[src/rtl/exp_sequencer.sv]
// Exception / interrupt sequencer: capture, flush, dispatch, handler tracking.
// Optional double-fault halt enabled by defining EXP_DOUBLE_FAULT_EN.
module exp_sequencer (
    input  logic        clk,
    input  logic        rst_n,
    input  logic        v_ro,
    input  logic        dc_exp,
    input  logic        dc_prot_exp,
    input  logic        dc_page_fault,
    input  logic [31:0] fault_addr,
    input  logic [31:0] ro_eip,
    input  logic        int_req,
    input  logic        drain_done,
    input  logic        iret_done,
    output logic        exp_flush,
    output logic        isr_start,
    output logic        isr,
    output logic [7:0]  exp_vector,
    output logic [31:0] exp_eip,
    output logic [31:0] exp_cr2,
    output logic        double_fault
);

    localparam logic [7:0] VEC_DF   = 8'h08;
    localparam logic [7:0] VEC_PROT = 8'h0D;
    localparam logic [7:0] VEC_PF   = 8'h0E;
    localparam logic [7:0] VEC_INT  = 8'h20;

    typedef enum logic [2:0] {
        S_IDLE,
        S_FLUSH,
        S_DISPATCH,
        S_IN_ISR
`ifdef EXP_DOUBLE_FAULT_EN
        , S_DF_HALT
`endif
    } state_t;

    state_t      r_state;
    logic        r_flush;
    logic        r_isr_start;
    logic        r_isr;
    logic [7:0]  r_vector;
    logic [31:0] r_eip;
    logic [31:0] r_cr2;

    logic        w_prot;
    logic        w_pf;
    logic        w_take;
    logic [7:0]  w_vec;

    // Exception sub-causes only count for a valid read-operands instruction
    always_comb begin
        w_prot = v_ro & dc_exp & dc_prot_exp;
        w_pf   = v_ro & dc_exp & dc_page_fault;
        w_take = w_prot | w_pf | int_req;
        w_vec  = VEC_INT;
        if (w_prot) begin
            w_vec = VEC_PROT;
        end else if (w_pf) begin
            w_vec = VEC_PF;
        end
    end

`ifdef EXP_DOUBLE_FAULT_EN
    logic r_df;
    logic w_df_take;

    // A page fault while the handler runs escalates to a double fault
    always_comb begin
        w_df_take = v_ro & dc_page_fault;
    end

    assign double_fault = r_df;
`else
    assign double_fault = 1'b0;
`endif

    // Sequencer FSM; every output is a register updated here
    always_ff @(posedge clk or negedge rst_n) begin
        if (!rst_n) begin
            r_state     <= S_IDLE;
            r_flush     <= 1'b0;
            r_isr_start <= 1'b0;
            r_isr       <= 1'b0;
            r_vector    <= 8'h00;
            r_eip       <= 32'h0;
            r_cr2       <= 32'h0;
`ifdef EXP_DOUBLE_FAULT_EN
            r_df        <= 1'b0;
`endif
        end else begin
            r_isr_start <= 1'b0;
            unique case (r_state)
                S_IDLE: begin
                    if (w_take) begin
                        r_state  <= S_FLUSH;
                        r_flush  <= 1'b1;
                        r_vector <= w_vec;
                        r_eip    <= ro_eip;
                        if (w_vec == VEC_PF) begin
                            r_cr2 <= fault_addr;
                        end
                    end
                end
                S_FLUSH: begin
                    if (drain_done) begin
                        r_state     <= S_DISPATCH;
                        r_flush     <= 1'b0;
                        r_isr_start <= 1'b1;
                        r_isr       <= 1'b1;
                    end
                end
                S_DISPATCH: begin
                    r_state <= S_IN_ISR;
                end
                S_IN_ISR: begin
`ifdef EXP_DOUBLE_FAULT_EN
                    if (w_df_take) begin
                        r_state  <= S_DF_HALT;
                        r_vector <= VEC_DF;
                        r_df     <= 1'b1;
                    end else if (iret_done) begin
                        r_state <= S_IDLE;
                        r_isr   <= 1'b0;
                    end
`else
                    if (iret_done) begin
                        r_state <= S_IDLE;
                        r_isr   <= 1'b0;
                    end
`endif
                end
`ifdef EXP_DOUBLE_FAULT_EN
                S_DF_HALT: begin
                    r_state <= S_DF_HALT;
                end
`endif
                default: begin
                    r_state <= S_IDLE;
                    r_flush <= 1'b0;
                    r_isr   <= 1'b0;
                end
            endcase
        end
    end

    assign exp_flush  = r_flush;
    assign isr_start  = r_isr_start;
    assign isr        = r_isr;
    assign exp_vector = r_vector;
    assign exp_eip    = r_eip;
    assign exp_cr2    = r_cr2;

endmodule

[config.mk]
export PLATFORM = sky130hd
export DESIGN_NAME = exp_sequencer
export DESIGN_NICKNAME = d
export VERILOG_FILES = /design/src/rtl/exp_sequencer.sv
export SDC_FILE = /design/constraint.sdc
export NUM_CORES = 1
export LEC_CHECK = 0
export BUFFER_PORTS_ARGS = -buffer_cell sky130_fd_sc_hd__buf_2
export CAP_MARGIN = 20
export CORE_MARGIN = 2
export CORE_UTILIZATION = 41
export DETAILED_ROUTE_END_ITERATION = 6
export PLACE_DENSITY = 0.78
export SLEW_MARGIN = 20
export SYNTH_ARGS = -nofsm -noshare
export SYNTH_HDL_FRONTEND = slang
export SYNTH_SLANG_ARGS = --single-unit
[constraint.sdc]
create_clock -name clk -period 1.9 [get_ports clk]
set_input_delay 0 -clock clk [delete_from_list [all_inputs] [get_ports clk]]
set_output_delay 0 -clock clk [all_outputs]
set_load 0.01 [all_outputs]
== Yosys cells after proc, flatten, opt, wreduce, memory -nomap -nowiden ==
Cells that the tools add are included.
Word-level totals
  flip-flop bits (word level): 78
  bits of input ports: 73
  word-level logic and storage cells: 43
Cells by class
  eq/ne operators: 7
  mux-type cells: 14
  bitwise logic cells: 7
  reduce and logical (&&, ||, !) cells: 8
Operator list (count)
  $pmux W3 S4: 1
  $reduce_and A3 Y1: 4
  $mux W3: 3
  $eq A8 B4 Y1 const B: 1
  $mux W8: 1
  $eq A3 B2 Y1 const B: 2
  $mux W1: 6
  $mux W6: 1
  $ne A2 B2 Y1 const B: 3
  $pmux W1 S3: 2
  $reduce_or A2 Y1: 2
  $and A1 B1 Y1: 3
  $eq A3 B1 Y1 const B: 1
  $logic_not A3 Y1: 1
  $not A1 Y1: 2
  $or A1 B1 Y1: 2
  $reduce_and A2 Y1: 1

== Logic depth before layout (Yosys ltp) ==
Gate-level depths: netlist (run 1).
  depth in word-level cells: 6
  gate-level depth with buffers: 7

== Least setup slack after synthesis (run 1) ==
No wires, ideal clock.
  kind: flip-flop to flip-flop
  start point: register r_state[0]
  end point: register r_cr2[10], in the netlist exp_cr2[10]
  arrival time: 1.684 ns
  setup slack: 0.091 ns
  cell stages (with the launch flop): 8
  buffers on the path: 2
  period minus slack after synthesis: 1.809 ns
  path through: dfrtp_1 -> inv_1 -> ha_1 -> buf_4 -> nand3_2 -> nor3b_4 -> buf_6 -> mux2_2
Between the ends
  word-level cells in the longest chain between the ends: 2
Ends and longest elaborated chain
  from (decl): RTL line 39  | state_t r_state;
  from (signal assigned): RTL line 82  | r_state <= S_IDLE;
  from (signal assigned): RTL line 97  | r_state <= S_FLUSH;
  from (signal assigned): RTL line 108  | r_state <= S_DISPATCH;
  $logic_not A3 Y1: RTL line 94  | unique case (r_state)
  $reduce_and A3 Y1 (no source line)
  to (signal assigned): RTL line 102  | r_cr2 <= fault_addr;
  to (decl): RTL line 45  | logic [31:0] r_cr2;
No other way between the ends.
A chain may end at the register's enable or synchronous reset.

== Worst setup path after layout (run 1) ==
  start point: register r_state[0]
  end point: register r_cr2[1], in the netlist exp_cr2[1]
The elaborated chain is that of the path after synthesis.

==> metrics, run 1 <==
status=finished, final reports clean; CTS sink count=73; first-pass GRT wire length=12.30 mm; Post-synth ARST share=100.0%; drt drc=0; sequential cell fraction of total power=39.2%; largest net degree at the start of global routing=45; Final Skew=0.01039 ns; Static Leak=2.440 nW; Die Wd=90.19 um; post-route setup TNS=0 ns; NetSw=2.226 mW; post-synthesis cell type count=28; Mapped Cells=184; cts bufs inserted=9; leading area contributor after synthesis=dfrtp_1; clk buf depth=2; EDFF count, synth=0; vias in the first global route=2,454; # IOs=149; Avg Cell Area, Syn=16.55 sq um; Worst Path Required=2.12 ns; Rel. slew slack=54.43%; htree depth=3; count of final setup violators=0; Hold Vio Cnt, Final=0; final instance area=4781 sq um; Synth warnings=0; average wire per standard cell=14.46 um; Synth Cell Area=3045 sq um; most frequent cell after synthesis=dfrtp_1; minimum clock period after layout=1.784 ns; DR pass1 iterations=4; detailed-route via count=2,306; most common flop cell mapped by yosys=dfrtp_1; total die area=8133 sq um; Worst-Skew Late Latency=0.34 ns; Clock Tree Root=clkbuf_8; Power Density=1459 nW/um^2; Initial DRC Count=65; R2R depth=6; DR vias/cell=4.530; Max VDD drop=0.6667 mV; Die Ht=90.19 um; Tot Pwr=6.974 mW; ANT nets after route=0; n_diodes=0; Tcrit/Tclk final=93.89%; initial core utilization=42.21%; Worst Tran Pin Value=0.6835 ns; area post-placement=3871 sq um; ratio of cells with drive above 1 in the final layout=56.34%; Post-synth top cells=dfrtp_1, mux2_2, mux2_4; GRT Util Overall=19.21%; antenna violations before repair=0; area share of the largest cell type after synthesis=59.98%; FF-to-FF End=exp_cr2[1]; P&R area growth vs syn=56.98%; Core Box Area=7214 sq um; crit path max fanout=32; worst flop-to-flop path startpoint=r_state[0]; max cap viols=0; DP Wirelength=4.438 mm; hold endpoint=exp_vector[1]; RSZ-0062 raised after global routing=no; Synth Register Bits=73; Slew Limit Fails=0; worst min path class=primary input to flip-flop; worst min-delay path startpoint=v_ro; clock network power share=18.8%; Comb pwr share=42.0%; R2R Setup Slk=0.12 ns; WP data arrival=2.00 ns; CTS tree=yes; Routed WL=7.358 mm; Critical Path Start Type=flip-flop; Fmax=560.5 MHz; Final #Nets=482; Internal=4.748 mW; Sw Share=31.92%; Rows=31; port bufs=144; Core Util, Final=66.27%; gpl congestion=0.8061; Hold Path Depth=4; register area share after synthesis=59.98%; Critical Path End Type=flip-flop; Crit Path Class=flip-flop to flip-flop; grt total ovfl=0; Worst-path clk slew=0.07 ns; largest cells by area after synthesis=dfrtp_1, mux2_4, mux2_2
==> worst max path at each step <==
stage                          start            end  slack (ns)
after floorplan           r_state[0]    exp_cr2[10]        0.09
after global placement    r_state[1]            isr        0.11
after detailed placement  r_state[1]            isr        0.07
after CTS                 r_state[1]            isr        0.06
after global routing      r_state[0]  exp_vector[0]        0.01
final                     r_state[0]     exp_cr2[1]        0.12
==> routing by layer <==
layer	track usage, %	vias up	part of all wire, %
li1	-	1074	-
met1	23.50	1119	43
met2	32.08	102	49
met3	5.197	11	6.5
met4	8.205	0	1.7
met5	0	-	0
==> cell usage in the layout (no fill, tap or decap), types with 3 or more instances in the layout <==
cell / synthesis / final
inv_1: 5 / 5
conb_1: 1 / 4
ha_1: 4 / 4
buf_12: 0 / 3
dlygate4sd3_1: 0 / 69
a21oi_1: 3 / 3
dfrtp_1: 73 / 73
mux2_2: 30 / 30
mux2_4: 30 / 30
mux2_1: 6 / 6
buf_4: 6 / 3
clkbuf_8: 0 / 9
buf_2: 0 / 144
==> power by group through the flow <==
| stage | Combinational (mW) | Clock (mW) | Sequential (mW) |
|---|---|---|---|
| after floorplan | 1.40 | 0 | 3.06 |
| after global placement | 2.74 | 0 | 2.71 |
| after detailed placement | 2.82 | 0 | 2.72 |
| after CTS | 2.94 | 1.35 | 2.71 |
| after global routing | 3.15 | 1.42 | 2.83 |
| final | 2.93 | 1.31 | 2.73 |
==> what timing repair did <==
item,CTS,global route
endpoints found under the hold margin,97,0
buffers inserted,0,0
setup endpoints to repair,0,2
resized for setup,0,2
hold buffers,69,0
==> sequential cells by signal (all words and copies together), names as in the netlist <==
name        flops
exp_eip        32
isr_start       1
exp_cr2        32
isr             1
exp_vector      4
r_state         2
exp_flush       1
==> final cells by class <==
| cell class | count | area (sq um) |
|---|---|---|
| Sequential cell | 73 | 1827 |
| Tap cell | 99 | 123.9 |
| Clock inverter | 7 | 93.84 |
| Clock buffer | 9 | 123.9 |
| Inverter | 5 | 18.77 |
| Multi-Input combinational cell | 97 | 1100 |
| Timing Repair Buffer | 219 | 1494 |
| Fill cell | 522 | 2434 |
==> metrics by stage <==
stage,cells,setup WS [ns],hold WS [ns]
final,509,0.1160,0.1083
after global routing,509,0.01216,0.1036
after CTS,509,0.06413,0.08738
after detailed placement,424,0.07163,0.08202
after global placement,424,0.1076,0.06573
after floorplan,187,0.09114,-0.2956
==> logic make-up (layout without fill, tap and decap cells) <==
logic type	Yosys count	after routing	synth area share, %
flops	73	73	59.98
other cells	1	4	0.1231
compound gates	12	12	3.287
fa+ha+maj	4	4	1.643
buf+inv	17	240	4.314
simple gates	11	11	2.547
mux	66	66	28.10
==> critical path, cell delays in order, from the launching register on <==
cell and delay, ns:
dfrtp_1 0.41, inv_1 0.09, ha_1 0.18, nand3_2 0.10, nor3b_4 0.26, buf_12 0.24, mux2_2 0.36
No activity file was read; power rests on OpenSTA's default activity.
==> run 2: changes to the inputs <==
--- a/config.mk
+++ b/config.mk
@@ -8,9 +8,9 @@
 export BUFFER_PORTS_ARGS = -buffer_cell sky130_fd_sc_hd__buf_2
 export CAP_MARGIN = 20
 export CORE_MARGIN = 2
-export CORE_UTILIZATION = 41
+export CORE_UTILIZATION = 49
 export DETAILED_ROUTE_END_ITERATION = 6
-export PLACE_DENSITY = 0.78
+export PLACE_DENSITY = 0.87
 export SLEW_MARGIN = 20
 export SYNTH_ARGS = -nofsm -noshare
 export SYNTH_HDL_FRONTEND = slang
==> constraint.sdc (replaced) <==
create_clock -name clk -period 2.11 [get_ports clk]
set_input_delay 0 -clock clk [delete_from_list [all_inputs] [get_ports clk]]
set_output_delay 0 -clock clk [all_outputs]
set_load 0.01 [all_outputs]
==> run 2 against run 1 <==
Against the previous run: combinational power down 7.5%; register-to-register slack gained 0.04 ns; clock power barely moved.
==> metrics, run 2 (same netlist as run 1, synthesis figures left out) <==
status=finished, final reports clean; Slew Limit Fails=0; count of final setup violators=0; area post-placement=3849 sq um; Worst-Skew Late Latency=0.33 ns; antenna violations before repair=0; Core Util, Final=80.17%; htree depth=3; detailed-route via count=2,386; Critical Path End Type=flip-flop; Clock Tree Root=clkbuf_8; Tot Pwr=6.493 mW; sequential cell area=1827 sq um; Initial DRC Count=50; crit path max fanout=4; P&R area growth vs syn=56.78%; hold slack=0.01855 ns; minimum clock period after layout=1.957 ns; Worst Tran Pin Value=0.6136 ns; final instance area=4775 sq um; average wire per standard cell=16.73 um; CTS sink count=73; commonest non-fill, non-tap cell in the layout=buf_2; Core Box Area=5956 sq um; total die area=6862 sq um; vias in the first global route=2,608; Rel. slew slack=58.99%; Die Wd=82.84 um; WP data arrival=2.18 ns; Power Density=1360 nW/um^2; Non-Filler Instances=486; largest net degree at the start of global routing=28; DP Wirelength=4.717 mm; Rows=28; Cells after DPL=401; Max VDD drop=0.8115 mV; ANT nets after route=0; Fmax=511.1 MHz; drt drc=0; FILL cells=325; first-pass GRT wire length=13.02 mm; RSZ-0062 raised after global routing=no; Place WS=0.1074 ns; cts bufs inserted=9; commonest cells after routing, fill and taps aside=buf_2, dfrtp_1, dlygate4sd3_1; Final Skew=0.005154 ns; area occupied by multi-input gates=1100 sq um; final worst slack=0.1535 ns; Die Ht=82.84 um; GRT Util Overall=24.20%; initial core utilization=51.13%; gpl congestion=0.8148; port bufs=144; post-CTS setup buffer count=0; Routed WL=8.129 mm; CTS tree=yes; Hold Vio Cnt, Final=0; Worst Path Required=2.33 ns; DR pass1 iterations=4; Final #Nets=482; Static Leak=2.457 nW; worst min path class=primary input to flip-flop; # IOs=149; ratio of cells with drive above 1 in the final layout=56.59%; Worst-path clk slew=0.07 ns; post-route setup TNS=0 ns; clk buf depth=2; Tcrit/Tclk final=92.73%; DR vias/cell=4.909; grt total ovfl=0; max cap viols=0; Critical Path Start Type=flip-flop; Crit Path Class=flip-flop to flip-flop
## run 2: repair_timing
action | in CTS | in global routing
setup endpoints to repair | 0 | 1
hold endpoints to repair | 87 | 0
hold buffers | 68 | 0
gates resized for setup | 0 | 1
## run 2: per-layer routing
layer  up-vias  wire length, um  global-route usage [%]
met5         -                0                       0
met4         0              195                   10.58
met3        18              688                   7.753
met2       125             4143                   42.38
met1      1163             3101                   26.94
li1       1080                -                       -
## run 2: worst max-delay path, cell delays in order, from the launching register on
cell and delay (ns):
dfrtp_1 0.40, inv_1 0.08, ha_1 0.21, nor2b_1 0.16, a2111oi_1 0.60, mux2_2 0.40
## run 2: final timing paths
| kind | from | endpoint | slack, ns | cells past startpoint |
|---|---|---|---|---|
| hold / removal | int_req | exp_vector[3] | 0.02 | 3 |
| min in group asynchronous | rst_n | exp_cr2[24] | 0.16 | 2 |
| max in group asynchronous | rst_n | exp_cr2[9] | 1.22 | 3 |
| setup reg to reg | r_state[1] | isr | 0.15 | 5 |
| hold reg to reg | exp_vector[1] | exp_vector[1] | 0.49 | 1 |
| setup / recovery | r_state[1] | isr | 0.15 | 5 |
## run 2: where the power goes
group,leakage [nW],switching [mW],internal [mW]
Combinational,1.44,1.17,1.54
Sequential,0.896,0.407,2.08
Clock,0.124,0.508,0.787
Total,2.46,2.09,4.41
## run 2: final cells by class
class                      count  area share, %
timing repair buffer         219          31.24
inverter                       5         0.3931
antenna                        1        0.05241
clock buffer                   9          2.594
multi-input combinational     97          23.03
tap                           75          1.965
clock inverter                 7          2.463
sequential                    73          38.26
==> run 3: changes to the inputs <==
--- a/config.mk
+++ b/config.mk
@@ -7,6 +7,7 @@
 export LEC_CHECK = 0
 export BUFFER_PORTS_ARGS = -buffer_cell sky130_fd_sc_hd__buf_2
 export CAP_MARGIN = 20
+export CORE_ASPECT_RATIO = 0.9
 export CORE_MARGIN = 2
 export CORE_UTILIZATION = 49
 export DETAILED_ROUTE_END_ITERATION = 6
==> run 3 against run 2 <==
Against the previous run: register-to-register slack improved by 0.07 ns; die area about the same; clock-buffer cell count increased by 4; global-route usage decreased by 0.76 points; core utilization decreased by 3.2 points; non-clock buffer count decreased by 1; combinational power decreased by 1%; setup slack improved by 0.065 ns; cell area decreased by 2.0%.
==> metrics, run 3 (same netlist as run 1, synthesis figures left out) <==
DR vias/cell=4.761; R2R Setup Slk=0.22 ns; DP Wirelength=4.441 mm; Final #Nets=481; CP max stage delay=0.55 ns; DR pass1 iterations=4; final worst slack=0.2185 ns; Crit Path Class=flip-flop to flip-flop; largest net degree at the start of global routing=34; max cap viols=0; detailed-route via count=2,290; slowest CP cell=dlygate4sd3_1; minimum clock period after layout=1.892 ns; Die Wd=87.10 um; clk buf depth=2; Max VDD drop=0.7748 mV; worst min path class=primary input to flip-flop; gpl congestion=0.7809; initial core utilization=50.08%; count of final setup violators=0; drt drc=0; Clock Tree Root=clkbuf_8; vias in the first global route=2,489; # IOs=149; CTS sink count=73; Worst Path Required=2.32 ns; Worst Tran Pin Value=0.5015 ns; antenna violations before repair=0; crit path cell chain=inv_1 > ha_1 > buf_4 > o21ai_0 > o2bb2ai_1 > dlygate4sd3_1; FILL cells=346; Worst-Skew Late Latency=0.32 ns; P&R area growth vs syn=53.70%; hold slack=0.03428 ns; cts bufs inserted=9; Slew Limit Fails=0; final instance area=4681 sq um; Core Box Area=6081 sq um; Hold Vio Cnt, Final=0; GRT Util Overall=23.44%; RSZ-0062 raised after global routing=no; port bufs=144; WP data arrival=2.10 ns; FF-to-FF End=exp_vector[0]; grt total ovfl=0; crit path max fanout=7; CP Launch Point=r_state[0]; Comb pwr share=43.7%; Static Leak=2.418 nW; Tot Pwr=6.110 mW; sequential cell area=1827 sq um; htree depth=3; Fmax=528.7 MHz; commonest non-fill, non-tap cell in the layout=buf_2; area occupied by multi-input gates=1100 sq um; R2R depth=6; Core Util, Final=76.98%; Final Skew=0.008177 ns; sequential cell fraction of total power=40.7%; Worst-path clk slew=0.08 ns; Critical Path End Type=flip-flop; ANT nets after route=0; Sw Share=33.08%; hold endpoint=exp_vector[3]; post-route setup TNS=0 ns; Cells after DPL=397; NetSw=2.021 mW; worst min-delay path startpoint=int_req; Rel. slew slack=66.57%; Place WS=0.2006 ns; Power Density=1305 nW/um^2; Tcrit/Tclk final=89.64%; Routed WL=7.820 mm; CTS tree=yes; Critical Path Start Type=flip-flop; worst flop-to-flop path startpoint=r_state[0]; status=finished, final reports clean; Non-Filler Instances=481; average wire per standard cell=16.26 um; Internal=4.089 mW; clock network power share=15.6%; Hold Path Depth=3; ratio of cells with drive above 1 in the final layout=55.99%; Rows=27; area post-placement=3825 sq um; commonest cells after routing, fill and taps aside=buf_2, dfrtp_1, dlygate4sd3_1; total die area=6863 sq um; Die Ht=78.79 um; n_diodes=0; first-pass GRT wire length=12.25 mm; Initial DRC Count=37
==> run 3: cell types whose count changed in the layout (fill, tap and decap cells not counted) <==
| cell | previous run | this run |
|---|---|---|
| clkbuf_8 | 9 | 11 |
| diode_2 | 1 | 0 |
| clkbuf_1 | 0 | 2 |
| clkinv_4 | 1 | 0 |
| inv_6 | 1 | 0 |
| clkinv_2 | 2 | 3 |
| buf_12 | 3 | 2 |
| bufinv_16 | 3 | 0 |
==> run 3: cell type report <==
class                           instances  share of cell area, %
Clock buffer                           13                  3.395
Clock inverter                          3                 0.3208
Inverter                                5                 0.4010
Multi-Input combinational cell         97                  23.50
Sequential cell                        73                  39.03
Tap cell                               72                  1.925
Timing Repair Buffer                  218                  31.44
==> run 3: how the worst max path moves through the flow <==
stage	to	slack, ns
2_1_floorplan	exp_cr2[10]	0.30
3_3_place_gp	isr	0.32
3_5_place_dp	isr	0.20
4_1_cts	isr	0.17
5_1_grt	exp_vector[0]	0.07
6_report	exp_vector[0]	0.22
==> run 3: worst max-delay path, delay by kind of cell, from the launching register on <==
family	cells	cell delay (ns)
adders and majority gates	1	0.24
AOI/OAI and AO/OA	2	0.26
buffers and inverters	3	0.84
DFF	1	0.43
==> run 3: power groups by stage <==
stage	registers (mW)	logic (mW)	clock network, mW
2_1_floorplan	2.76	1.26	0
3_3_place_gp	2.44	2.44	0
3_5_place_dp	2.44	2.54	0
4_1_cts	2.45	2.64	0.971
5_1_grt	2.57	2.87	1.05
6_report	2.49	2.67	0.952
==> run 3: layer usage <==
metal | up-vias | track usage, % | part of all wire, %
met2 | 116 | 39.47 | 48
met5 | - | 0 | 0
met3 | 8 | 6.653 | 8.5
li1 | 1071 | - | -
met1 | 1095 | 29.53 | 43
met4 | 0 | 6.923 | 0.90
==> run 3: what timing repair did <==
action	in CTS	in global routing
hold endpoints to repair	87	0
gates resized for setup	0	1
buffers inserted	0	0
setup endpoints to repair	0	1
hold buffers	68	0
